--- src/rtl/vga_capture_monitor_if.sv ---
// Video capture bundle between a VGA-style source and the capture monitor.
// The source (master) drives sync, colour and the pixel-rate enable; the monitor (slave) returns capture and status.
interface vga_capture_monitor_if;
    logic        PIX_EN;
    logic        HS;
    logic        VS;
    logic [11:0] COLOUR_IN;
    logic        PIX_VALID;
    logic [9:0]  ADDRH;
    logic [8:0]  ADDRV;
    logic [11:0] PIX_COLOUR;
    logic        LINE_DONE;
    logic        FRAME_DONE;
    logic        LOCKED;
    logic        HS_ERR;
    logic        VS_ERR;

    modport master (
        output PIX_EN, HS, VS, COLOUR_IN,
        input  PIX_VALID, ADDRH, ADDRV, PIX_COLOUR,
        input  LINE_DONE, FRAME_DONE, LOCKED, HS_ERR, VS_ERR
    );

    modport slave (
        input  PIX_EN, HS, VS, COLOUR_IN,
        output PIX_VALID, ADDRH, ADDRV, PIX_COLOUR,
        output LINE_DONE, FRAME_DONE, LOCKED, HS_ERR, VS_ERR
    );
endinterface

--- src/rtl/vga_capture_monitor.sv ---
// Receive-side VGA monitor: recovers pixel coordinates from sync edges, checks sync timing, locks onto the stream.
//
// state    | meaning
// ---------+--------------------------------------------------------------
// S_SEARCH | no frame reference yet; wait for the first frame-start
// S_ALIGN  | timing one full frame; a clean frame leads to lock
// S_LOCKED | stream trusted; active pixels are reported
module vga_capture_monitor #(
    parameter int H_SYNC      = 96,
    parameter int H_ACT_START = 144,
    parameter int H_ACTIVE    = 640,
    parameter int H_TOTAL     = 800,
    parameter int V_SYNC      = 2,
    parameter int V_ACT_START = 31,
    parameter int V_ACTIVE    = 480,
    parameter int V_TOTAL     = 521
) (
    input  logic                  CLK,
    input  logic                  RESET,
    vga_capture_monitor_if.slave  vid
);
    localparam logic [9:0] CNT_MAX  = '1;
    localparam logic [9:0] HT_LAST  = 10'(H_TOTAL - 1);
    localparam logic [9:0] HS_WIDTH = 10'(H_SYNC);
    localparam logic [9:0] HA_START = 10'(H_ACT_START);
    localparam logic [9:0] HA_END   = 10'(H_ACT_START + H_ACTIVE);
    localparam logic [9:0] HA_LAST  = 10'(H_ACTIVE - 1);
    localparam logic [9:0] VT_LAST  = 10'(V_TOTAL - 1);
    localparam logic [9:0] VS_WIDTH = 10'(V_SYNC);
    localparam logic [9:0] VA_START = 10'(V_ACT_START);
    localparam logic [9:0] VA_END   = 10'(V_ACT_START + V_ACTIVE);
    localparam logic [8:0] VA_LAST  = 9'(V_ACTIVE - 1);

    typedef enum logic [1:0] {
        S_SEARCH = 2'd0,
        S_ALIGN  = 2'd1,
        S_LOCKED = 2'd2
    } state_t;

    state_t     state, state_next;
    logic [9:0] hcnt, vcnt, hlow, vlow;
    logic       hs_q, vs_q;
    logic       seen_h, seen_v, vs_pend, frame_err;

    logic       hs_fall, hs_rise, vs_fall, vs_rise;
    logic       frame_start;
    logic [9:0] hcnt_next, vcnt_next, hlow_next, vlow_next;
    logic       vs_pend_next, frame_err_next;
    logic       hs_err_c, vs_err_c, any_err;
    logic       active, capture;
    logic [9:0] addrh_next;
    logic [8:0] addrv_next;

    assign hs_fall = ~vid.HS & hs_q;
    assign hs_rise =  vid.HS & ~hs_q;
    assign vs_fall = ~vid.VS & vs_q;
    assign vs_rise =  vid.VS & ~vs_q;

    // A VS edge anywhere in a line is only acted on at the next HS falling edge.
    assign frame_start = hs_fall & (vs_pend | vs_fall);

    always_comb begin
        hcnt_next    = hcnt;
        hlow_next    = hlow;
        vcnt_next    = vcnt;
        vlow_next    = vlow;
        vs_pend_next = vs_pend;

        if (hs_fall) begin
            hcnt_next = '0;
        end else if (hcnt != CNT_MAX) begin
            hcnt_next = hcnt + 10'd1;
        end

        if (hs_fall) begin
            hlow_next = 10'd1;
        end else if (!vid.HS && hlow != CNT_MAX) begin
            hlow_next = hlow + 10'd1;
        end

        if (frame_start) begin
            vcnt_next = '0;
        end else if (hs_fall && vcnt != CNT_MAX) begin
            vcnt_next = vcnt + 10'd1;
        end

        if (frame_start) begin
            vlow_next = vid.VS ? 10'd0 : 10'd1;
        end else if (vs_fall) begin
            vlow_next = '0;
        end else if (hs_fall && !vid.VS && vlow != CNT_MAX) begin
            vlow_next = vlow + 10'd1;
        end

        if (frame_start) begin
            vs_pend_next = 1'b0;
        end else if (vs_fall) begin
            vs_pend_next = 1'b1;
        end
    end

    assign hs_err_c = seen_h & ((hs_fall & (hcnt != HT_LAST)) |
                                (hs_rise & (hlow != HS_WIDTH)));
    assign vs_err_c = seen_v & ((frame_start & (vcnt != VT_LAST)) |
                                (vs_rise & (vlow != VS_WIDTH)));
    assign any_err  = hs_err_c | vs_err_c;

    assign active     = (hcnt_next >= HA_START) && (hcnt_next < HA_END) &&
                        (vcnt >= VA_START) && (vcnt < VA_END);
    assign capture    = active && (state == S_LOCKED);
    assign addrh_next = hcnt_next - HA_START;
    assign addrv_next = 9'(vcnt - VA_START);

    // An error on the deciding frame-start belongs to the frame just ending, so it blocks lock.
    always_comb begin
        state_next     = state;
        frame_err_next = frame_err;
        case (state)
            S_SEARCH: begin
                if (frame_start) begin
                    state_next     = S_ALIGN;
                    frame_err_next = 1'b0;
                end
            end
            S_ALIGN: begin
                if (frame_start) begin
                    if (!frame_err && !any_err) begin
                        state_next = S_LOCKED;
                    end
                    frame_err_next = 1'b0;
                end else if (any_err) begin
                    frame_err_next = 1'b1;
                end
            end
            S_LOCKED: begin
                if (any_err) begin
                    state_next = S_SEARCH;
                end
            end
            default: begin
                state_next     = S_SEARCH;
                frame_err_next = 1'b0;
            end
        endcase
    end

    always_ff @(posedge CLK) begin
        if (RESET) begin
            state          <= S_SEARCH;
            frame_err      <= 1'b0;
            hcnt           <= '0;
            vcnt           <= '0;
            hlow           <= '0;
            vlow           <= '0;
            hs_q           <= 1'b1;
            vs_q           <= 1'b1;
            seen_h         <= 1'b0;
            seen_v         <= 1'b0;
            vs_pend        <= 1'b0;
            vid.PIX_VALID  <= 1'b0;
            vid.ADDRH      <= '0;
            vid.ADDRV      <= '0;
            vid.PIX_COLOUR <= '0;
            vid.LINE_DONE  <= 1'b0;
            vid.FRAME_DONE <= 1'b0;
            vid.LOCKED     <= 1'b0;
            vid.HS_ERR     <= 1'b0;
            vid.VS_ERR     <= 1'b0;
        end else begin
            vid.PIX_VALID  <= 1'b0;
            vid.LINE_DONE  <= 1'b0;
            vid.FRAME_DONE <= 1'b0;
            vid.HS_ERR     <= 1'b0;
            vid.VS_ERR     <= 1'b0;
            if (vid.PIX_EN) begin
                state     <= state_next;
                frame_err <= frame_err_next;
                hcnt      <= hcnt_next;
                vcnt      <= vcnt_next;
                hlow      <= hlow_next;
                vlow      <= vlow_next;
                hs_q      <= vid.HS;
                vs_q      <= vid.VS;
                vs_pend   <= vs_pend_next;
                if (hs_fall) begin
                    seen_h <= 1'b1;
                end
                if (frame_start) begin
                    seen_v <= 1'b1;
                end
                vid.PIX_VALID  <= capture;
                vid.LINE_DONE  <= capture && (addrh_next == HA_LAST);
                vid.FRAME_DONE <= capture && (addrh_next == HA_LAST) &&
                                  (addrv_next == VA_LAST);
                if (capture) begin
                    vid.ADDRH      <= addrh_next;
                    vid.ADDRV      <= addrv_next;
                    vid.PIX_COLOUR <= vid.COLOUR_IN;
                end
                vid.HS_ERR <= hs_err_c;
                vid.VS_ERR <= vs_err_c;
                vid.LOCKED <= (state_next == S_LOCKED);
            end
        end
    end
endmodule
--- src/flat_wrapper.sv ---
// flat-port wrapper written by rule: the top's interface ports become plain ports
module vga_capture_monitor_flat 
#(
    parameter int H_SYNC      = 96,
    parameter int H_ACT_START = 144,
    parameter int H_ACTIVE    = 640,
    parameter int H_TOTAL     = 800,
    parameter int V_SYNC      = 2,
    parameter int V_ACT_START = 31,
    parameter int V_ACTIVE    = 480,
    parameter int V_TOTAL     = 521
)
  (CLK, RESET, vid_PIX_EN, vid_HS, vid_VS, vid_COLOUR_IN, vid_PIX_VALID, vid_ADDRH, vid_ADDRV, vid_PIX_COLOUR, vid_LINE_DONE, vid_FRAME_DONE, vid_LOCKED, vid_HS_ERR, vid_VS_ERR);
  vga_capture_monitor_if vid_i ();
  input  logic CLK;
  input  logic RESET;
  input wire logic [$bits(vid_i.PIX_EN)-1:0] vid_PIX_EN;
  input wire logic [$bits(vid_i.HS)-1:0] vid_HS;
  input wire logic [$bits(vid_i.VS)-1:0] vid_VS;
  input wire logic [$bits(vid_i.COLOUR_IN)-1:0] vid_COLOUR_IN;
  output wire logic [$bits(vid_i.PIX_VALID)-1:0] vid_PIX_VALID;
  output wire logic [$bits(vid_i.ADDRH)-1:0] vid_ADDRH;
  output wire logic [$bits(vid_i.ADDRV)-1:0] vid_ADDRV;
  output wire logic [$bits(vid_i.PIX_COLOUR)-1:0] vid_PIX_COLOUR;
  output wire logic [$bits(vid_i.LINE_DONE)-1:0] vid_LINE_DONE;
  output wire logic [$bits(vid_i.FRAME_DONE)-1:0] vid_FRAME_DONE;
  output wire logic [$bits(vid_i.LOCKED)-1:0] vid_LOCKED;
  output wire logic [$bits(vid_i.HS_ERR)-1:0] vid_HS_ERR;
  output wire logic [$bits(vid_i.VS_ERR)-1:0] vid_VS_ERR;
  assign vid_i.PIX_EN = vid_PIX_EN;
  assign vid_i.HS = vid_HS;
  assign vid_i.VS = vid_VS;
  assign vid_i.COLOUR_IN = vid_COLOUR_IN;
  assign vid_PIX_VALID = vid_i.PIX_VALID;
  assign vid_ADDRH = vid_i.ADDRH;
  assign vid_ADDRV = vid_i.ADDRV;
  assign vid_PIX_COLOUR = vid_i.PIX_COLOUR;
  assign vid_LINE_DONE = vid_i.LINE_DONE;
  assign vid_FRAME_DONE = vid_i.FRAME_DONE;
  assign vid_LOCKED = vid_i.LOCKED;
  assign vid_HS_ERR = vid_i.HS_ERR;
  assign vid_VS_ERR = vid_i.VS_ERR;
  vga_capture_monitor #(.H_SYNC(H_SYNC), .H_ACT_START(H_ACT_START), .H_ACTIVE(H_ACTIVE), .H_TOTAL(H_TOTAL), .V_SYNC(V_SYNC), .V_ACT_START(V_ACT_START), .V_ACTIVE(V_ACTIVE), .V_TOTAL(V_TOTAL)) u_core (.CLK(CLK), .RESET(RESET), .vid(vid_i));
endmodule
--- config.mk ---
export PLATFORM = sky130hd
export DESIGN_NAME = vga_capture_monitor_flat
export DESIGN_NICKNAME = d
export VERILOG_FILES = /design/src/rtl/vga_capture_monitor_if.sv /design/src/rtl/vga_capture_monitor.sv /design/src/flat_wrapper.sv
export SDC_FILE = /design/constraint.sdc
export NUM_CORES = 1
export LEC_CHECK = 0
export ABC_CLOCK_PERIOD_IN_PS = 7300
export CAP_MARGIN = 20
export CORE_MARGIN = 1.5
export CORE_UTILIZATION = 50
export DETAILED_ROUTE_END_ITERATION = 7
export HOLD_SLACK_MARGIN = 0.12
export PLACE_DENSITY = 0.73
export SLEW_MARGIN = 10
export SYNTH_ARGS = -nofsm -noshare
export SYNTH_HDL_FRONTEND = slang
export SYNTH_SLANG_ARGS = --single-unit
--- constraint.sdc ---
create_clock -name CLK -period 7.3 [get_ports CLK]
set_clock_uncertainty 0.05 [all_clocks]
set_input_delay 0.73 -clock CLK [delete_from_list [all_inputs] [get_ports CLK]]
set_output_delay 0.73 -clock CLK [all_outputs]
set_load 0.005 [all_outputs]
==> impl_metrics.toml <==
[status]
run_status = "completed"

[min_path]
holdCritPathClass = "reg2reg"

[floorplanning]
core_region_um2 = 8299
die_width_um = 96.00
y_dimension_of_the_die_um = 96.00
floorplan.rows = 33
ios = 54
initial_utilization = 0.5210
fp.dieArea_um2 = 9215

[timing]
fin_ws_ns = 3.529
period_utilization_post_route = 0.5166
setup_tns_ns = 0
grt_setup_unrepaired = "no"
finalWorstPathRequiredPeriod_ns = 3.771
worst_slew_margin_rel = 0.2647
worst-slew-pin-transition_ns = 1.075
finalSetupViolations = 0
hold_viol = 0
fmaxAchievable_mhz = 265.2
maxSlewViolCount = 0

[place]
worst_slack_at_placement_ns = 3.432
io_buffer_count = 53
hpwlAfterDp_um = 7319
dpl_cell_area_um2 = 4837
gpl.final_weighted_congestion = 0.9012

[worst_setup_path]
timing.critical_path.to_type = "flop"
worst_setup_sp_type = "flop"
worst-endpoint-arrival_ns = 3.93
worst-endpoint-required_ns = 7.46
timing.critical_path.fanout_max = 21
setup.worst_path.class = "reg2reg"

[clock_network]
clk_latency_ns = 0.36
clock_sinks = 85
holdBufCountCts = 0
clock_tree.htree_level_count = 3
tritoncts = "done"
cts-buffers-inserted = 9
clk_root_buffer_cell = "sky130_fd_sc_hd__clkbuf_8"
setup_buffers_after_cts = 0
cts_repair_resize_count = 0
worst_setup_hold_path_clk_slew_ns = 0.09
clock_tree.buffer_depth = 2

[synthesis]
synth_area_um2 = 4324
yosysUniqueCellTypes = 62
synth.yosys.seq_area_share = 0.3935
synth.avg_cell_area_um2 = 8.284
ys_ff_latch = 85
synth_fp_nets = 549
ys.warnings.count = 0
synth_async_sr_flop_share = 0
synth-edff-count = 0
netlist_instances = 522
yosys_most_used_dff = "sky130_fd_sc_hd__dfxtp_1"

[drt]
avgRoutedWirePerCell_um = 16.22
vias_per_cell = 5.952
detail_route.first_pass.iterations = 6
route.final.wire_length_um = 10800
post-route-drc-count = 0
drt_antenna_net_count = 0
detail_route.iter0.violations = 236
vias = 3964

[cells_and_area]
fillerInstances = 706
post_route_cells_drive_above_1_share = 0.06595
design.final.nets = 583
finish.utilization = 0.6125
final_design_area_no_fill_um2 = 5084
area_delta_synth_final_pct = 17.56
antennaDiodeCount = 0
layout.cells.most_common = "sky130_fd_sc_hd__dfxtp_1"
most-common-layout-cells = "85 x sky130_fd_sc_hd__dfxtp_1, 58 x sky130_fd_sc_hd__nor2_1, 51 x sky130_fd_sc_hd__clkdlybuf4s50_1, 50 x sky130_fd_sc_hd__a21oi_1, 36 x sky130_fd_sc_hd__nand3_1"

[grt]
initial_antenna_violation_count = 0
wire_length_of_the_first_global_routing_pass_um = 17730
gr-total-overflow = 0
grt_pass1_vias = 3624
grt_max_degree = 68
grt.total_usage = 0.2463

[pwr]
static-leakage-power_nw = 1.697
peakVddDrop_v = 0.0001039
powerDensity_nw_per_um2 = 185.1
finalPower_mw = 0.9411

[run]
drv.max_cap_violation_count = 0
## synthesized netlist by cell type, types with 4 or more instances
| cell type | n | share of area |
|---|---|---|
| sky130_fd_sc_hd__xor2_1 | 16 | 0.032 |
| sky130_fd_sc_hd__buf_4 | 7 | 0.012 |
| sky130_fd_sc_hd__or3_1 | 6 | 0.0087 |
| sky130_fd_sc_hd__inv_1 | 12 | 0.010 |
| sky130_fd_sc_hd__buf_2 | 4 | 0.0046 |
| sky130_fd_sc_hd__nor2_1 | 58 | 0.050 |
| sky130_fd_sc_hd__nand2_1 | 29 | 0.025 |
| sky130_fd_sc_hd__a31oi_1 | 10 | 0.014 |
| sky130_fd_sc_hd__nor3_1 | 18 | 0.021 |
| sky130_fd_sc_hd__nand3_1 | 36 | 0.042 |
| sky130_fd_sc_hd__and3_1 | 6 | 0.0087 |
| sky130_fd_sc_hd__mux2i_1 | 7 | 0.016 |
| sky130_fd_sc_hd__nand4_1 | 8 | 0.012 |
| sky130_fd_sc_hd__a211oi_1 | 13 | 0.023 |
| sky130_fd_sc_hd__o21ai_0 | 34 | 0.039 |
| sky130_fd_sc_hd__nor4_1 | 4 | 0.0058 |
| sky130_fd_sc_hd__nand2b_1 | 6 | 0.0087 |
| sky130_fd_sc_hd__dfxtp_1 | 85 | 0.39 |
| sky130_fd_sc_hd__xnor2_1 | 11 | 0.022 |
| sky130_fd_sc_hd__a41oi_1 | 5 | 0.010 |
| sky130_fd_sc_hd__a21oi_1 | 50 | 0.058 |
| sky130_fd_sc_hd__o21bai_1 | 6 | 0.010 |
| sky130_fd_sc_hd__ha_1 | 10 | 0.029 |
| sky130_fd_sc_hd__and4_1 | 9 | 0.018 |
| sky130_fd_sc_hd__clkbuf_1 | 19 | 0.016 |
## kinds of logic after synthesis
group           after synthesis  share of synthesized area
xor+xnor                     27                    0.05469
buf+inv                      47                    0.05035
fa+ha+maj                    10                    0.02894
flops                        85                     0.3935
compound gates              140                     0.2020
simple gates                206                     0.2543
mux                           7                    0.01620
## registers in the layout, summed over array words and instances (netlist names), 2 cells and up
register,cells
u_core.vid.ADDRH,10
u_core.vid.PIX_COLOUR,12
u_core.state,2
u_core.hcnt,10
u_core.vid.ADDRV,9
u_core.vlow,10
u_core.vcnt,10
u_core.hlow,10
## stage by stage
stage | std cells | hold WS [ns]
2_1_floorplan | 522 | 0.3804
3_3_place_gp | 650 | 0.3981
3_5_place_dp | 650 | 0.4041
4_1_cts | 666 | 0.4267
5_1_grt | 666 | 0.4561
6_report | 666 | 0.4230
## critical path: stages, from the launching register on
cell and delay (ns):
sky130_fd_sc_hd__dfxtp_1 0.49, sky130_fd_sc_hd__ha_1 0.33, sky130_fd_sc_hd__nand2_1 0.14, sky130_fd_sc_hd__or3_1 0.52, sky130_fd_sc_hd__a211o_1 0.37, sky130_fd_sc_hd__ha_1 0.25, sky130_fd_sc_hd__o21ai_0 0.12, sky130_fd_sc_hd__a211o_1 0.20
sky130_fd_sc_hd__o211ai_1 0.11, sky130_fd_sc_hd__buf_4 0.27, sky130_fd_sc_hd__nor2_1 0.56, sky130_fd_sc_hd__a211oi_1 0.19
## where the power goes
part / internal [mW] / switching, mW
logic: 0.0214 / 0.0384
clock network: 0.229 / 0.179
registers: 0.468 / 0.00564
## metal layers
layer / vias up / GRT usage / wire, µm
li1: 1958 / - / -
met1: 1889 / 0.3369 / 5011
met2: 96 / 0.3891 / 5135
met3: 21 / 0.03791 / 434
met4: 0 / 0.09559 / 221
met5: - / 0 / 0
## path summary, 6_finish.rpt
kind | end | startpoint | slack [ns] | cells after the start
setup / recovery | u_core.vid.ADDRV[8] | u_core.hcnt[0] | 3.53 | 11
hold / removal | u_core.vid.LOCKED | u_core.vid.LOCKED | 0.42 | 2
setup reg to reg | u_core.vid.ADDRV[8] | u_core.hcnt[0] | 3.53 | 11
hold reg to reg | u_core.vid.LOCKED | u_core.vid.LOCKED | 0.42 | 2
## area by class of cell
cell class,count,area (µm²),share of cell area
well taps,105,131.4,0.02584
inverters,13,48.80,0.009599
multi-input cells,390,2405,0.4730
flip-flops and latches,85,1702,0.3347
clock buffers,9,123.9,0.02437
repair buffers,57,550.5,0.1083
clock inverters,7,122.6,0.02412
(Power assumes the default switching activity.)
